[src/rtl/nand_cmd_pkg.sv]
// Shared definitions for the NAND command path (command receiver, scheduler, op engine).
//  - command class bytes carried in cmd[31:24]
//  - engine operation codes
//  - scheduler error codes reported on err_code
//  - scheduler FSM state type
package nand_cmd_pkg;

  localparam logic [7:0] CLS_AD = 8'hAD;  // read address words
  localparam logic [7:0] CLS_AF = 8'hAF;  // program address words
  localparam logic [7:0] CLS_AE = 8'hAE;  // erase range words
  localparam logic [7:0] CLS_A0 = 8'hA0;  // program confirm

  typedef enum logic [1:0] {
    OP_READ    = 2'd0,
    OP_PROGRAM = 2'd1,
    OP_ERASE   = 2'd2
  } op_code_e;

  localparam logic [2:0] ERR_NONE    = 3'd0;
  localparam logic [2:0] ERR_OP_FAIL = 3'd1;
  localparam logic [2:0] ERR_TIMEOUT = 3'd2;
  localparam logic [2:0] ERR_RANGE   = 3'd3;
  localparam logic [2:0] ERR_SEQ     = 3'd4;
  localparam logic [2:0] ERR_BUSY    = 3'd5;

  typedef enum logic [1:0] {
    ST_IDLE,
    ST_ISSUE,
    ST_WAIT,
    ST_NEXT
  } state_e;

endpackage

[src/rtl/nand_op_scheduler_if.sv]
// Scheduler <-> NAND op engine handshake.
//  op_valid/op_code/op_addr : request from scheduler (master)
//  op_ready                 : engine accepts request
//  op_done/op_fail          : 1-cycle completion pulse with status
interface nand_op_scheduler_if;
  import nand_cmd_pkg::*;

  logic        op_valid;
  op_code_e    op_code;
  logic [23:0] op_addr;
  logic        op_ready;
  logic        op_done;
  logic        op_fail;

  modport master (output op_valid, op_code, op_addr, input op_ready, op_done, op_fail);
  modport slave  (input op_valid, op_code, op_addr, output op_ready, op_done, op_fail);
endinterface

[src/rtl/nand_cmd_assembler.sv]
// Assembles strobed command words into complete operation requests.
//  clk, rst       : clock, async active-high reset
//  cmd, start_cmd : command word and its level strobe (rising edge samples cmd)
//  blocked        : scheduler busy; words arriving now are rejected
//  req            : 1-cycle pulse, req_code/req_start/req_end valid with it
//  seq_err        : 1-cycle pulse, malformed word sequence (partial discarded)
//  rejected       : 1-cycle pulse, word arrived while blocked (ignored)
module nand_cmd_assembler
  import nand_cmd_pkg::*;
(
  input  logic        clk,
  input  logic        rst,
  input  logic [31:0] cmd,
  input  logic        start_cmd,
  input  logic        blocked,
  output logic        req,
  output op_code_e    req_code,
  output logic [23:0] req_start,
  output logic [23:0] req_end,
  output logic        seq_err,
  output logic        rejected
);

  logic        start_q, word_v;
  logic [31:0] word_q;
  logic [7:0]  cls_q;       // class of the sequence in progress
  logic [1:0]  cnt_q;       // words of that sequence seen so far; 0 = none
  logic [15:0] hi_q;        // upper address bytes of the current pair
  logic [23:0] s_q;         // erase start once its pair is complete
  logic        af_ok_q;     // a complete AF pair is held for A0
  logic [23:0] af_addr_q;

  logic [7:0]  cls_w, idx_w;
  logic [15:0] pay_w;
  logic [23:0] pair_addr;
  logic        in_prog, take, bad, step, fin_read, fin_af, fin_prog, fin_erase;

  assign cls_w     = word_q[31:24];
  assign idx_w     = word_q[23:16];
  assign pay_w     = word_q[15:0];
  assign pair_addr = {hi_q, pay_w[15:8]};
  assign in_prog   = (cnt_q != 2'd0);
  // A request still in flight to the scheduler counts as busy.
  assign take      = word_v && !(blocked || req);

  // NOTE: every combinational output gets a default first so no path can infer a latch.
  always_comb begin
    bad       = 1'b0;
    step      = 1'b0;
    fin_read  = 1'b0;
    fin_af    = 1'b0;
    fin_prog  = 1'b0;
    fin_erase = 1'b0;
    case (cls_w)
      CLS_A0: begin
        if (in_prog || idx_w != 8'd0 || !af_ok_q) bad = 1'b1;
        else                                      fin_prog = 1'b1;
      end
      CLS_AD, CLS_AF, CLS_AE: begin
        if (in_prog ? (cls_w != cls_q || idx_w != {6'd0, cnt_q}) : (idx_w != 8'd0))
          bad = 1'b1;
        else if (cls_w == CLS_AD && idx_w == 8'd1) fin_read  = 1'b1;
        else if (cls_w == CLS_AF && idx_w == 8'd1) fin_af    = 1'b1;
        else if (cls_w == CLS_AE && idx_w == 8'd3) fin_erase = 1'b1;
        else                                       step      = 1'b1;
      end
      default: bad = 1'b1;
    endcase
  end

  // NOTE: sequential state uses non-blocking assignments only, so every flop
  // samples the pre-edge values regardless of statement order.
  // NOTE: the address/word holding registers are reset as well; reset must discard
  // partial commands and the AF pair, and it keeps X out of the datapath.
  always_ff @(posedge clk or posedge rst) begin
    if (rst) begin
      start_q   <= 1'b0;
      word_v    <= 1'b0;
      word_q    <= '0;
      cls_q     <= '0;
      cnt_q     <= '0;
      hi_q      <= '0;
      s_q       <= '0;
      af_ok_q   <= 1'b0;
      af_addr_q <= '0;
      req       <= 1'b0;
      req_code  <= OP_READ;
      req_start <= '0;
      req_end   <= '0;
      seq_err   <= 1'b0;
      rejected  <= 1'b0;
    end else begin
      start_q  <= start_cmd;
      word_v   <= start_cmd && !start_q;
      if (start_cmd && !start_q) word_q <= cmd;
      req      <= 1'b0;
      seq_err  <= 1'b0;
      rejected <= word_v && !take;
      if (take) begin
        if (bad) begin
          cnt_q   <= '0;
          seq_err <= 1'b1;
        end else if (step) begin
          cls_q <= cls_w;
          cnt_q <= cnt_q + 2'd1;
          // Even words carry addr[23:8]; odd erase words complete the start address.
          if (!idx_w[0]) hi_q <= pay_w;
          else           s_q  <= pair_addr;
          if (cls_w == CLS_AF) af_ok_q <= 1'b0;
        end else if (fin_read) begin
          cnt_q     <= '0;
          req       <= 1'b1;
          req_code  <= OP_READ;
          req_start <= pair_addr;
        end else if (fin_af) begin
          cnt_q     <= '0;
          af_ok_q   <= 1'b1;
          af_addr_q <= pair_addr;
        end else if (fin_prog) begin
          req       <= 1'b1;
          req_code  <= OP_PROGRAM;
          req_start <= af_addr_q;
        end else if (fin_erase) begin
          cnt_q     <= '0;
          req       <= 1'b1;
          req_code  <= OP_ERASE;
          req_start <= s_q;
          req_end   <= pair_addr;
        end
      end
    end
  end

endmodule

[src/rtl/nand_op_scheduler.sv]
// Dispatches assembled read/program/erase commands to the NAND op engine, one op in
// flight, stepping erase ranges block by block, with a done timeout.
//  clk, rst       : clock, async active-high reset
//  cmd, start_cmd : command word and strobe from the command receiver
//  op             : engine handshake (master side)
//  busy           : dispatch until final op done/abort
//  done           : 1-cycle pulse, whole command completed OK
//  err, err_code  : sticky error and its code, cleared by the next accepted command
//  blk_cnt        : erase ops completed in the current command
module nand_op_scheduler
  import nand_cmd_pkg::*;
#(
  parameter int PAGES_PER_BLK = 64,
  parameter int TIMEOUT_CYC   = 100000,
  parameter int CW            = 17
) (
  input  logic                       clk,
  input  logic                       rst,
  input  logic [31:0]                cmd,
  input  logic                       start_cmd,
  nand_op_scheduler_if.master        op,
  output logic                       busy,
  output logic                       done,
  output logic                       err,
  output logic [2:0]                 err_code,
  output logic [15:0]                blk_cnt
);

  localparam logic [23:0] BLK_MASK = ~24'(PAGES_PER_BLK - 1);
  localparam logic [CW-1:0] TMO_LAST = CW'(TIMEOUT_CYC - 1);

  logic        req, seq_err, rejected;
  op_code_e    req_code;
  logic [23:0] req_start, req_end;

  nand_cmd_assembler u_asm (
    .clk       (clk),
    .rst       (rst),
    .cmd       (cmd),
    .start_cmd (start_cmd),
    .blocked   (busy),
    .req       (req),
    .req_code  (req_code),
    .req_start (req_start),
    .req_end   (req_end),
    .seq_err   (seq_err),
    .rejected  (rejected)
  );

  state_e        state_q, state_d;
  op_code_e      code_q;
  logic [23:0]   addr_q, end_q;
  logic [CW-1:0] tcnt_q;
  logic [24:0]   next_addr;
  logic          range_bad, last_blk, expired;

  // 25-bit step so stepping past FFFFFF is seen as bit 24 rather than a wrap.
  assign next_addr = {1'b0, addr_q} + 25'(PAGES_PER_BLK);
  assign last_blk  = next_addr[24] || (next_addr[23:0] > end_q);
  assign range_bad = (req_code == OP_ERASE) && (req_end < req_start);
  assign expired   = (tcnt_q == TMO_LAST);

  assign op.op_valid = (state_q == ST_ISSUE);
  assign op.op_code  = code_q;
  assign op.op_addr  = addr_q;

  always_ff @(posedge clk or posedge rst) begin
    if (rst) state_q <= ST_IDLE;
    else     state_q <= state_d;
  end

  always_comb begin
    state_d = state_q;
    case (state_q)
      ST_IDLE:  if (req && !range_bad) state_d = ST_ISSUE;
      ST_ISSUE: if (op.op_ready) state_d = ST_WAIT;
      ST_WAIT: begin
        // op_done is tested first so it wins over a simultaneous expiry.
        if (op.op_done)
          state_d = (!op.op_fail && code_q == OP_ERASE && !last_blk) ? ST_NEXT : ST_IDLE;
        else if (expired)
          state_d = ST_IDLE;
      end
      ST_NEXT:  state_d = ST_ISSUE;
      default:  state_d = ST_IDLE;
    endcase
  end

  always_ff @(posedge clk or posedge rst) begin
    if (rst) begin
      code_q   <= OP_READ;
      addr_q   <= '0;
      end_q    <= '0;
      tcnt_q   <= '0;
      busy     <= 1'b0;
      done     <= 1'b0;
      err      <= 1'b0;
      err_code <= ERR_NONE;
      blk_cnt  <= '0;
    end else begin
      done <= 1'b0;
      if (rejected) begin
        err      <= 1'b1;
        err_code <= ERR_BUSY;
      end
      if (seq_err) begin
        err      <= 1'b1;
        err_code <= ERR_SEQ;
      end
      case (state_q)
        ST_IDLE: begin
          if (req && range_bad) begin
            err      <= 1'b1;
            err_code <= ERR_RANGE;
          end else if (req) begin
            code_q   <= req_code;
            addr_q   <= (req_code == OP_ERASE) ? (req_start & BLK_MASK) : req_start;
            end_q    <= req_end;
            busy     <= 1'b1;
            err      <= 1'b0;
            err_code <= ERR_NONE;
            blk_cnt  <= '0;
          end
        end
        ST_ISSUE: tcnt_q <= '0;
        ST_WAIT: begin
          tcnt_q <= tcnt_q + CW'(1);
          if (op.op_done) begin
            if (op.op_fail) begin
              busy     <= 1'b0;
              err      <= 1'b1;
              err_code <= ERR_OP_FAIL;
            end else begin
              if (code_q == OP_ERASE) blk_cnt <= blk_cnt + 16'd1;
              if (code_q == OP_ERASE && !last_blk) begin
                addr_q <= next_addr[23:0];
              end else begin
                busy <= 1'b0;
                done <= 1'b1;
              end
            end
          end else if (expired) begin
            busy     <= 1'b0;
            err      <= 1'b1;
            err_code <= ERR_TIMEOUT;
          end
        end
        default: ;
      endcase
    end
  end

endmodule

[src/flat_wrapper.sv]
// flat-port wrapper written by rule: the top's interface ports become plain ports
module nand_op_scheduler_flat import nand_cmd_pkg::*;
#(
  parameter int PAGES_PER_BLK = 64,
  parameter int TIMEOUT_CYC   = 100000,
  parameter int CW            = 17
)
  (clk, rst, cmd, start_cmd, busy, done, err, err_code, blk_cnt, op_op_valid, op_op_code, op_op_addr, op_op_ready, op_op_done, op_op_fail);
  nand_op_scheduler_if op_i ();
  input  logic clk;
  input  logic rst;
  input  logic [31:0] cmd;
  input  logic start_cmd;
  output logic busy;
  output logic done;
  output logic err;
  output logic [2:0] err_code;
  output logic [15:0] blk_cnt;
  output wire logic [$bits(op_i.op_valid)-1:0] op_op_valid;
  output wire logic [$bits(op_i.op_code)-1:0] op_op_code;
  output wire logic [$bits(op_i.op_addr)-1:0] op_op_addr;
  input wire logic [$bits(op_i.op_ready)-1:0] op_op_ready;
  input wire logic [$bits(op_i.op_done)-1:0] op_op_done;
  input wire logic [$bits(op_i.op_fail)-1:0] op_op_fail;
  assign op_op_valid = op_i.op_valid;
  assign op_op_code = op_i.op_code;
  assign op_op_addr = op_i.op_addr;
  assign op_i.op_ready = op_op_ready;
  assign op_i.op_done = op_op_done;
  assign op_i.op_fail = op_op_fail;
  nand_op_scheduler #(.PAGES_PER_BLK(PAGES_PER_BLK), .TIMEOUT_CYC(TIMEOUT_CYC), .CW(CW)) u_core (.clk(clk), .rst(rst), .cmd(cmd), .start_cmd(start_cmd), .op(op_i), .busy(busy), .done(done), .err(err), .err_code(err_code), .blk_cnt(blk_cnt));
endmodule
[config.mk]
export PLATFORM = sky130hd
export DESIGN_NAME = nand_op_scheduler_flat
export DESIGN_NICKNAME = d
export VERILOG_FILES = /design/src/rtl/nand_cmd_pkg.sv /design/src/rtl/nand_op_scheduler_if.sv /design/src/rtl/nand_cmd_assembler.sv /design/src/rtl/nand_op_scheduler.sv /design/src/flat_wrapper.sv
export SDC_FILE = /design/constraint.sdc
export NUM_CORES = 1
export LEC_CHECK = 0
export CORE_MARGIN = 2
export CORE_UTILIZATION = 40
export DETAILED_ROUTE_END_ITERATION = 12
export GPL_TIMING_DRIVEN = 0
export PLACE_DENSITY = 0.58
export SYNTH_ARGS = -nofsm -noshare
export SYNTH_HDL_FRONTEND = slang
export SYNTH_SLANG_ARGS = --single-unit
[constraint.sdc]
create_clock -name clk -period 23.7 [get_ports clk]
set_input_delay 5.925 -clock clk [delete_from_list [all_inputs] [get_ports clk]]
set_output_delay 5.925 -clock clk [all_outputs]
set_load 0.1 [all_outputs]
==> results.json <==
{
  "status": "complete, no violations",
  "drt_first_pass_iters": 4,
  "finalHoldViolCount": 0,
  "place_inst": 1605,
  "synth_edf_count": 0,
  "fin_hold_ws_ns": 0.487,
  "antenna_found_initial": 0,
  "cts_buffers": 29,
  "netlist.area_leader.share": 0.515,
  "cts_setup_buffers": 0,
  "setup_viol": 0,
  "fin_crit_ns": 8.35,
  "clock-skew-final_ns": 0.0154,
  "cts_tree": "built",
  "wire_per_inst_um": 16.9,
  "worst-endpoint-required_ns": 17.78,
  "syn_area_per_cell_um2": 11.0,
  "drc": 0,
  "diodes": 0,
  "post_cts_resized": 0,
  "whs_endpoint": "u_core.u_asm.cls_q[5]",
  "vias": 8641,
  "ant_nets": 0,
  "r2r-start": "u_core.op.op_addr[8]",
  "clock.fmax_mhz": 120,
  "powerDensity_nw_per_um2": 73.2,
  "nNetsFinal": 1333,
  "synth_cells": 1122,
  "ys_types": 62,
  "drtIter0Drc": 513,
  "finalSetupTns_ns": 0,
  "hold_depth": 1,
  "die_area_um2": 32200,
  "syn_area_um2": 12300,
  "crit_path_start_kind": "flop",
  "ys_ff_latch": 253,
  "core-area_um2": 30400,
  "yosys.area.top_type": "dfrtp_1",
  "r2r_slack_ns": 18.39,
  "clockRootBuffer": "clkbuf_16",
  "boundaryPins": 87,
  "tightestPinTransition_ns": 1.02,
  "drive_above_1_share": 0.144,
  "rsz0062_at_grt": "no",
  "pre_cts_ws_ns": 15.38,
  "ys.warnings.count": 0,
  "synth_nets": 1215,
  "overflow": 0,
  "leakage_nw": 6.62,
  "cp_max_fo": 4,
  "endpoint_kind": "primary output",
  "die_w_um": 179,
  "syn2layout_area_growth_pct": 18.9,
  "slowest_delay_ns": 1.15,
  "grt_pass1_wl_mm": 45.9,
  "layout_setup_ws_ns": 15.35,
  "clockBufferDepth": 3,
  "rows": 64,
  "grt_pass1_vias": 8633,
  "drv_slew": 0,
  "drv_cap": 0,
  "total_power_mw": 1.07,
  "viasPerCell": 5.22,
  "dpl.hpwl_mm": 20.9,
  "synth-main-ff-cell": "dfrtp_1",
  "worstPathArrival_ns": 2.42,
  "cts.sinks": 253,
  "clock_latency_ns": 0.55,
  "grt_start_max_net_pins": 131,
  "synth.most_common_cell": "dfrtp_1",
  "relSlewSlack": 0.317,
  "start_util": 0.404,
  "synthTopCellsByArea": "dfrtp_1 51%, mux2_2 10%, ha_1 5.6%, nand2_1 3.1%, a21oi_1 2.5%",
  "rr_endpoint": "u_core.op.op_addr[12]",
  "peakVddDrop_mv": 0.0479,
  "place.gp.congestion": 0.818,
  "final_cell_count_no_fill": 1655,
  "critPathSlowestCell": "clkdlybuf4s50_1",
  "die_y_um": 179,
  "fin_crit_sh": 0.352,
  "htree_num_levels": 1,
  "cp_cell_sequence": "inv_1 > ha_1 > clkdlybuf4s50_1",
  "yosysSeqAreaShare": 0.515,
  "async_flop_share": 1.00,
  "grt_usage": 0.178,
  "crit_type": "reg2out",
  "drt-total-wl_mm": 28.0,
  "holdCritStartpoint": "u_core.u_asm.cls_q[5]",
  "cts_hold_buf": 0,
  "r2r_cells": 17,
  "hold_class": "reg2reg",
  "netlist_top_cells_count": "253 x dfrtp_1, 114 x mux2_2, 100 x nand2_1, 69 x inv_1, 62 x nor2_1",
  "io_buffers": 86,
  "path_clk_slew_ns": 0.06
}
## cell families after synthesis
family,count (synthesis),share of synthesized area
AND/OR/NAND/NOR,296,0.118
flip-flops,253,0.515
AO/OA/AOI/OAI,199,0.101
multiplexers,153,0.138
buffers and inverters,117,0.0375
adder cells (fa/ha/maj),55,0.0560
XOR/XNOR,49,0.0349
## worst max path at each step
| stage | from | endpoint | depth (start not counted) |
|---|---|---|---|
| after floorplan | rst | u_core.blk_cnt[0] | 1 |
| after global placement | rst | u_core.u_asm.word_q[5] | 2 |
| after detailed placement | op_op_done | u_core.op.op_addr[12] | 8 |
| after CTS | u_core.state_q[1] | op_op_valid | 3 |
| after global routing | u_core.state_q[1] | op_op_valid | 3 |
| final | u_core.state_q[1] | op_op_valid | 3 |
## state kept, by name, summed over array words and instances, names as in the netlist, 3 cells and up
name	cells
u_core.u_asm.cls_q	8
u_core.end_q	24
u_core.op.op_addr	24
u_core.blk_cnt	16
u_core.u_asm.req_end	24
u_core.u_asm.hi_q	16
u_core.u_asm.s_q	24
u_core.tcnt_q	17
u_core.u_asm.req_start	24
u_core.err_code	3
u_core.u_asm.af_addr_q	24
u_core.u_asm.word_q	32
## cell type report
class / instances / area [um^2]
buffer: 47 / 199
inverter: 70 / 270
clock inverter: 8 / 90.1
timing repair buffer: 87 / 888
sequential: 253 / 6330
tap: 396 / 495
clock buffer: 42 / 845
multi-input combinational: 752 / 5500
fill: 2835 / 15800
## per-layer routing
layer	wire length, um	track usage
met1	13500	0.253
met2	12800	0.287
met3	1110	0.0247
met4	605	0.0467
met5	0	0
## through the flow
stage,instance area [um^2],util
final,14600,0.481
after global routing,14600,0.481
after CTS,14600,0.481
after detailed placement,13700,0.450
after global placement,13700,0.449
after floorplan,12300,-
## layout by cell type, fill, tap and decap left out, types with 6 or more instances in the layout
cell type        count
xor2_1              23
xnor2_1             26
or3_1                6
mux2_1              19
clkbuf_8             7
a22o_1              24
ha_1                55
mux2_2             114
a21oi_1             61
nor2b_1             10
inv_1               68
or2_2                6
a211oi_1            26
clkinv_2             6
nor2_1              62
dfrtp_1            253
clkdlybuf4s50_1     86
nand3_1             29
o21ai_0             59
mux2i_1             20
and3_1              10
nor4_1              14
nand2_1            100
nand4_1             15
clkbuf_1            43
nor3_1              20
clkbuf_16           29
## report_power, final
| group | total, mW | internal, mW | switching (mW) | leakage, nW |
|---|---|---|---|---|
| Sequential | 0.468 | 0.449 | 0.0187 | 3.39 |
| Combinational | 0.164 | 0.0494 | 0.115 | 2.76 |
| Clock | 0.438 | 0.266 | 0.172 | 0.467 |
| Total | 1.07 | 0.764 | 0.306 | 6.62 |
## worst max-delay path: cells and delay by family (launching register included)
kind                       cells  cell delay [ns]
adders and majority gates      1             0.20
buffers and inverters          2             1.25
DFF                            1             0.42
No activity file was read; power rests on OpenSTA's default activity.
